File: src/rtl/cpu_pkg.sv
// Shared CPU datapath definitions: widths and the writeback entry format
// carried from the ALU result mux to the register-file writeback port.
package cpu_pkg;

    localparam int DATA_W     = 16;
    localparam int NUM_FN     = 16;
    localparam int FN_SEL_W   = 5;
    localparam int REG_ADDR_W = 4;

    // One writeback entry: the result plus everything decided at capture time.
    typedef struct packed {
        logic [DATA_W-1:0]     data;
        logic [REG_ADDR_W-1:0] rd_addr;
        logic [FN_SEL_W-1:0]   fn_sel;
        logic                  we;
        logic                  zero;
        logic                  neg;
        logic                  parity;
        logic                  illegal;
    } wb_entry_t;

    // A function select beyond the implemented set names no ALU function.
    function automatic logic fn_is_illegal(input logic [FN_SEL_W-1:0] fn);
        return (fn >= FN_SEL_W'(NUM_FN));
    endfunction

endpackage

File: src/rtl/wb_skid_buf.sv
// Two-entry skid buffer for writeback entries. The main register drives the
// output; the skid register catches the one entry that can arrive while the
// output is stalled. in_ready depends only on skid occupancy, so there is no
// combinational path from out_ready back to in_ready.
module wb_skid_buf
    import cpu_pkg::*;
(
    input  logic      clk,
    input  logic      rst_n,
    input  logic      in_valid,
    output logic      in_ready,
    input  wb_entry_t in_entry,
    output logic      out_valid,
    input  logic      out_ready,
    output wb_entry_t out_entry
);

    wb_entry_t main_q;
    wb_entry_t skid_q;
    logic      main_valid;
    logic      skid_valid;
    logic      accept;
    logic      xfer;

    assign in_ready  = !skid_valid;
    assign accept    = in_valid && in_ready;
    assign xfer      = main_valid && out_ready;
    assign out_valid = main_valid;
    assign out_entry = main_q;

    // Main/skid occupancy and data movement; strict FIFO order between them.
    always_ff @(posedge clk or negedge rst_n) begin
        if (!rst_n) begin
            main_q     <= '0;
            skid_q     <= '0;
            main_valid <= 1'b0;
            skid_valid <= 1'b0;
        end else if (!main_valid) begin
            // Skid is always empty when main is empty.
            if (accept) begin
                main_q     <= in_entry;
                main_valid <= 1'b1;
            end
        end else if (xfer) begin
            if (skid_valid) begin
                // in_ready was low, so no new entry competes with the drain.
                main_q     <= skid_q;
                skid_valid <= 1'b0;
            end else if (accept) begin
                main_q <= in_entry;
            end else begin
                main_valid <= 1'b0;
            end
        end else if (accept) begin
            skid_q     <= in_entry;
            skid_valid <= 1'b1;
        end
    end

endmodule

File: src/rtl/alu_result_wb_stage.sv
// ALU result writeback stage: captures the selected function result, derives
// status flags and the write-enable qualifier, buffers entries through a
// two-entry skid buffer and counts committed register writes.
module alu_result_wb_stage
    import cpu_pkg::*;
#(
    parameter int N  = 16,
    parameter int AW = 4,
    parameter int CW = 8
) (
    input  logic          clk,
    input  logic          rst_n,
    input  logic          in_valid,
    output logic          in_ready,
    input  logic [N-1:0]  in_data,
    input  logic [4:0]    in_fn_sel,
    input  logic [AW-1:0] in_rd_addr,
    output logic          out_valid,
    input  logic          out_ready,
    output logic [N-1:0]  out_data,
    output logic [AW-1:0] out_rd_addr,
    output logic [4:0]    out_fn_sel,
    output logic          out_we,
    output logic          out_zero,
    output logic          out_neg,
    output logic          out_parity,
    output logic          out_illegal,
    output logic [CW-1:0] wb_count
);

    wb_entry_t in_entry;
    wb_entry_t out_entry;

    // Capture-time decode: illegal selects write nothing and carry a zero result.
    always_comb begin
        in_entry         = '0;
        in_entry.illegal = fn_is_illegal(in_fn_sel);
        in_entry.data    = in_entry.illegal ? '0 : in_data;
        in_entry.rd_addr = in_rd_addr;
        in_entry.fn_sel  = in_fn_sel;
        in_entry.zero    = (in_entry.data == '0);
        in_entry.neg     = in_entry.data[DATA_W-1];
        in_entry.parity  = ^in_entry.data;
        // Register 0 is hardwired, so a write to it is never committed.
        in_entry.we      = !in_entry.illegal && (in_rd_addr != '0);
    end

    wb_skid_buf u_skid (
        .clk       (clk),
        .rst_n     (rst_n),
        .in_valid  (in_valid),
        .in_ready  (in_ready),
        .in_entry  (in_entry),
        .out_valid (out_valid),
        .out_ready (out_ready),
        .out_entry (out_entry)
    );

    assign out_data    = out_entry.data;
    assign out_rd_addr = out_entry.rd_addr;
    assign out_fn_sel  = out_entry.fn_sel;
    assign out_we      = out_entry.we;
    assign out_zero    = out_entry.zero;
    assign out_neg     = out_entry.neg;
    assign out_parity  = out_entry.parity;
    assign out_illegal = out_entry.illegal;

    // Count committed register writes; wraps naturally at the counter width.
    always_ff @(posedge clk or negedge rst_n) begin
        if (!rst_n) begin
            wb_count <= '0;
        end else if (out_valid && out_ready && out_we) begin
            wb_count <= wb_count + 1'b1;
        end
    end

endmodule

File: config.mk
export PLATFORM = sky130hd
export DESIGN_NAME = alu_result_wb_stage
export DESIGN_NICKNAME = d
export VERILOG_FILES = /design/src/rtl/cpu_pkg.sv /design/src/rtl/wb_skid_buf.sv /design/src/rtl/alu_result_wb_stage.sv
export SDC_FILE = /design/constraint.sdc
export NUM_CORES = 1
export LEC_CHECK = 0
export CAP_MARGIN = 15
export CELL_PAD_IN_SITES_DETAIL_PLACEMENT = 1
export CELL_PAD_IN_SITES_GLOBAL_PLACEMENT = 1
export CORE_MARGIN = 8
export CORE_UTILIZATION = 45
export CTS_BUF_LIST = sky130_fd_sc_hd__clkbuf_16
export DETAILED_ROUTE_END_ITERATION = 8
export DONT_BUFFER_PORTS = 1
export GPL_TIMING_DRIVEN = 1
export PLACE_DENSITY_LB_ADDON = 0.1
export SYNTH_ARGS = -nofsm -noshare
export SYNTH_HDL_FRONTEND = slang
export SYNTH_HIERARCHICAL = 1
export SYNTH_SLANG_ARGS = --single-unit
File: constraint.sdc
create_clock -name clk -period 1.3 [get_ports clk]
set_input_delay 0.26 -clock clk [delete_from_list [all_inputs] [get_ports clk]]
set_output_delay 0.26 -clock clk [all_outputs]
set_load 0.005 [all_outputs]
# Word-level counts from Yosys, hierarchy flattened
# Index checks and enable logic that the tools add are counted.
[totals]
regBits = 70
inputBits = 29
word_cells = 46
[classes]
addsub = 1
magnitude_cmp = 1
eq_ne = 1
muxes = 11
n_bitwise = 1
n_reduce_logical = 12
[ops]
columns = ["operator", "count"]
rows = [
  ["2-to-1 mux 30 bit", 4],
  ["zero test 16 bit", 1],
  ["2-to-1 mux 16 bit", 1],
  ["parity 16 bit", 1],
  ["adder 8 x 1 -> 8 bit, second input constant", 1],
  ["2-to-1 mux 1 bit", 6],
  [">= comparator 5 bit, second input constant", 1],
  ["logical AND 1 bit", 4],
  ["nonzero test 4 bit", 1],
  ["AND reduction 3 bit", 1],
  ["zero test 1 bit", 2],
  ["inequality test 2 bit, second input constant", 1],
  ["AND reduction 2 bit", 1],
  ["nonzero test 2 bit", 1],
  ["NOT 1 bit", 1],
]

# Logic depth before layout (Yosys ltp)
[depth]
word_depth = 7
mapped_depth = 8

# Cells and area by module
# Netlist, hierarchy kept.
[by_module_without_submodules]
columns = ["mod", "instances", "cells_each", "area_each_um2", "seq_area_each_um2"]
rows = [
  ["wb_skid_buf", 1, 178, 2879.0, 1551.5],
  ["alu_result_wb_stage", 1, 84, 730.7, 200.2],
]

# Least setup slack after synthesis
# Ideal clock, no wire load.
[synth_timing]
path_kind = "input to register"
startpoint = "input port in_fn_sel[4]"
endpoint = "register u_skid.main_q (netlist bit u_skid/out_entry[1])"
t_arrival_ns = 1.532
path_slack_ns = -0.360
path_stages = 8
path_cell_list = "clkbuf_1 -> nand2b_1 -> ha_1 -> xnor2_1 -> xnor2_1 -> xnor2_1 -> o22ai_1 -> a2bb2oi_2"
[synth_rtl]
columns = ["item", "line_no", "rtl"]
rows = [
  ["start, declared", "alu_result_wb_stage.sv:16", "input logic [4:0] in_fn_sel,"],
  ["end signal, assigned", "wb_skid_buf.sv:41", "main_q <= in_entry;"],
  ["end signal, assigned", "wb_skid_buf.sv:47", "main_q <= skid_q;"],
  ["end signal, assigned", "wb_skid_buf.sv:50", "main_q <= in_entry;"],
  ["end, declared", "wb_skid_buf.sv:18", "wb_entry_t main_q;"],
]

# Worst setup path in the final report
[layout_timing]
startpoint = "register u_skid.skid_valid"
endpoint = "register u_skid/skid_q[20] in the netlist's numbering"
[layout_via]
elab_chain_len = 3
[layout_lines]
columns = ["item", "line_no", "rtl"]
rows = [
  ["start, declared", "wb_skid_buf.sv:21", "logic skid_valid;"],
  ["start signal, assigned", "wb_skid_buf.sv:37", "skid_valid <= 1'b0;"],
  ["start signal, assigned", "wb_skid_buf.sv:48", "skid_valid <= 1'b0;"],
  ["start signal, assigned", "wb_skid_buf.sv:56", "skid_valid <= 1'b1;"],
  ["zero test 1 bit", "wb_skid_buf.sv:25", "assign in_ready = !skid_valid;"],
  ["logical AND 1 bit", "wb_skid_buf.sv:26", "assign accept = in_valid && in_ready;"],
  ["AND reduction 3 bit (no line)", "n/a", ""],
  ["end signal, assigned", "wb_skid_buf.sv:55", "skid_q <= in_entry;"],
  ["end, declared", "wb_skid_buf.sv:19", "wb_entry_t skid_q;"],
]
# No other way between the ends.
# A chain may end at the register's enable or synchronous reset.

==> out/metrics.sh <==
SYNTH_CELL_TYPES=27
DRT-VIAS-PER-INSTANCE=5.56
BUFFER_PORTS.INSERTED=0
CRITICAL_PATH.CELL_CHAIN='nand2b_4 -> nor2_8 -> buf_12 -> mux2_4'
OVERALL_FRACTION_OF_GLOBAL_ROUTE_TRACKS_IN_USE_PCT=16.1
CLK_PIN_SLEW_PS=60
CRIT_ARRIVAL_PS=1550
FINAL_CELL_MIX='69 x sky130_fd_sc_hd__dfrtp_1, 30 x sky130_fd_sc_hd__mux2_4, 29 x sky130_fd_sc_hd__a2bb2oi_2, 25 x sky130_fd_sc_hd__o22ai_1, 18 x sky130_fd_sc_hd__inv_1'
CLOCK_TREE_FROM_TRITONCTS='done'
CRIT_REQUIRED_PS=1510
DIE_AREA_UM2=11100
INSERTION_DELAY_PS=330
FINAL_CELLS=384
FINAL_STANDARD_CELL_UTILIZATION_OF_THE_CORE_PCT=55.0
CORE_FOOTPRINT_UM2=7770
CRITPATHBUFINV=1
DRT_ITER0_DRC=41
SYNTHTOPCELLSBYAREA='sky130_fd_sc_hd__dfrtp_1 49%, sky130_fd_sc_hd__mux2_4 12%, sky130_fd_sc_hd__a2bb2oi_2 12%'
FILLCELLCOUNT=751
STARTPOINT_TYPE='register'
MOSTFREQUENTLAYOUTCELL='sky130_fd_sc_hd__dfrtp_1'
PLACE.GP.CONGESTION=0.737
SYNTH_TOP_AREA_SHARE_PCT=48.5
FINAL.HOLD.WORST_SLACK_PS=-378
MIN_PERIOD_PS=1340
SETUP_SLACK_PS=-42.2
MAX_FREQ_MHz=745
STARTING_UTILIZATION_OF_THE_CORE_AREA_PCT=46.5
FINAL_MAX_SLEW_VIOL_COUNT=0
PLACE.DETAILED.HPWL_UM=5680
WIRE_LENGTH_OF_THE_FIRST_GLOBAL_ROUTING_PASS_UM=14000
PLACE_INST=367
FIN_SKEW_PS=4.36
FF2FF_SETUP_SLACK_PS=-40
YOSYSWARNINGCOUNT=6
SYNTH_AREA_UM2=3610
DPL_WORST_SLACK_PS=-329
CRITPATHMAXSTAGEDELAY_PS=400
GRT_MAX_DEGREE=71
REPORT.FINAL.SETUP_VIOL=29
YS_SEQ_ELEMENTS=70
REGTOREGSTARTPOINT='u_skid/skid_valid'
CTSHTREEMAXLEVEL=3
IR_WORST_VDD_mV=0.983
ANTENNADIODECOUNT=0
CTS-ROOT-BUF='sky130_fd_sc_hd__clkbuf_16'
CTS_BUF_COUNT=9
DRIVE_GT1_SHARE_PCT=45.4
ANTENNA_VIOLATING_NETS_POST_ROUTE=0
FF2FF_PATH_DEPTH=4
DETAIL_ROUTE.WL_PER_CELL_UM=22.1
CP-END-KIND='register'
DRTPASS1ITERATIONS=4
CELLPOWERDENSITY_nW_PER_UM2=2490
CTS.PATH.MAX_BUFFERS=2
FINALHOLDVIOLCOUNT=70
FIN_NETS=315
TIMING.RR.END='u_skid/skid_q[20]'
LEAKAGE_nW=1.95
CRITPATHKIND='register to register'
OUTCOME='finished with violations'
IO_PINS=69
TIMING.SETUP.TNS_PS=-859
GRT-OVFL-TOTAL=0
CRIT_PATH_TOP_DELAY_CELL='sky130_fd_sc_hd__dfrtp_1'
SYNTH_TOP_CELL_BY_AREA='sky130_fd_sc_hd__dfrtp_1'
SYNTHESIS.AREA_PER_INSTANCE_UM2=13.8
FP.DIEW_UM=106
VIA_COUNT=2136
WL_UM=8470
VIOLATIONS='hold timing, setup timing'
CTS.SINK_COUNT=70
DRC=0
TIGHTESTPINTRANSITION_PS=370
GRT_PASS1_VIAS=2473
MIN_PERIOD_OVER_PERIOD_PCT=103
SYNTHESIS.NETS=300
SLEW_HEADROOM_PCT=75.4
SYN_INST=262
RSZ0062_AT_GRT='true'
MIN-DELAY-PATH-CLASS='input port to asynchronous set/reset pin'
TIMING.CRITICAL_PATH.FANOUT_MAX=15
ANTENNA_FOUND_INITIAL=0
CP_TOP_FAMILY='flip-flops'
SEQ_TOTAL_AREA_YOSYS_PCT=48.5
CHIPHEIGHT_UM=106
CRIT_PATH_START='u_skid/skid_valid'
AREA.GROWTH.SYNTH_TO_FINAL_PCT=18.4
MAX_CAP_VIOLATIONS=0
FLOORPLAN.ROWS=32
==> sequential cells by signal (all words and copies together) (netlist names) <==
name,count
u_skid/skid_q,30
u_skid/out_valid,1
u_skid/skid_valid,1
u_skid/out_entry,30
wb_count,8
==> report_power, final <==
part	total, mW	internal [mW]	switching (mW)
Sequential	4.12	3.22	0.896
Combinational	4.31	2.57	1.74
Clock	2.20	1.28	0.925
Total	10.6	7.07	3.56
==> worst max-delay path by stage <==
stage                     slack, ps  depth (start not counted)                   to
after global placement         -240                          7  u_skid/out_entry[1]
after floorplan                -250                          7     u_skid/skid_q[1]
after CTS                       -50                          4    u_skid/skid_q[18]
final                           -40                          4    u_skid/skid_q[20]
after detailed placement       -330                          8  u_skid/out_entry[1]
after global routing            -90                          4    u_skid/skid_q[16]
==> Yosys cell counts <==
cell / instances
sky130_fd_sc_hd__buf_6: 5
sky130_fd_sc_hd__nor2_1: 4
sky130_fd_sc_hd__nand3_1: 2
sky130_fd_sc_hd__nor2_8: 1
sky130_fd_sc_hd__a21oi_1: 2
sky130_fd_sc_hd__mux2_4: 30
sky130_fd_sc_hd__buf_2: 8
sky130_fd_sc_hd__buf_12: 3
sky130_fd_sc_hd__dfrtp_1: 70
sky130_fd_sc_hd__xor2_1: 6
sky130_fd_sc_hd__xnor2_1: 8
sky130_fd_sc_hd__nand2b_1: 17
sky130_fd_sc_hd__o2bb2a_4: 1
sky130_fd_sc_hd__nand2_1: 6
sky130_fd_sc_hd__a21boi_4: 1
sky130_fd_sc_hd__inv_1: 17
sky130_fd_sc_hd__nor4_1: 1
sky130_fd_sc_hd__a2bb2oi_2: 29
sky130_fd_sc_hd__nor3_1: 2
sky130_fd_sc_hd__mux2_1: 1
sky130_fd_sc_hd__nand4_4: 1
sky130_fd_sc_hd__nor4_4: 1
sky130_fd_sc_hd__o22ai_1: 30
sky130_fd_sc_hd__nand4_1: 3
sky130_fd_sc_hd__ha_1: 9
sky130_fd_sc_hd__clkbuf_1: 3
sky130_fd_sc_hd__nor2b_1: 1
==> cell type report <==
cell class / instances / area, µm² / share of cell area [%]
multi-input cells: 156 / 1840 / 43.0
flip-flops and latches: 70 / 1750 / 41.0
clock inverters: 7 / 42.5 / 0.996
clock buffers: 9 / 225 / 5.27
well taps: 102 / 128 / 2.99
inverters: 17 / 63.8 / 1.49
repair buffers: 23 / 225 / 5.27
==> logic make-up after synthesis <==
logic type | after synthesis | share of synthesized area, %
and+or+nand+nor | 39 | 7.14
adders and majority gates | 9 | 3.12
AOI/OAI and AO/OA | 63 | 18.6
xor gates and xnor gates | 14 | 3.40
muxes | 31 | 12.8
DFF | 70 | 48.5
buffers and inverters | 36 | 6.41
==> what timing repair did <==
item	4_1_cts	5_1_grt
endpoints found under the setup margin	31	44
buffers inserted	0	1
pin swaps	6	5
gates resized for setup	3	10
hold endpoints to repair	70	70
==> metrics by stage <==
step,cell area [µm²],total power [mW],hold slack [ps]
after CTS,4210,10.7,-388
after floorplan,3780,7.44,-35.6
final,4270,10.6,-378
after global placement,3930,8.20,-33.6
after global routing,4270,11.3,-394
after detailed placement,3930,8.35,-33.4
==> metal layers <==
layer  track usage (%)  share of wire [%]  routed length, µm
met1              19.0                 42               3570
met3              7.00                8.5                720
met5                 0                  0                  0
met2              25.7                 48               4060
met4              5.43                1.4                115
No activity file was read; power rests on OpenSTA's default activity.
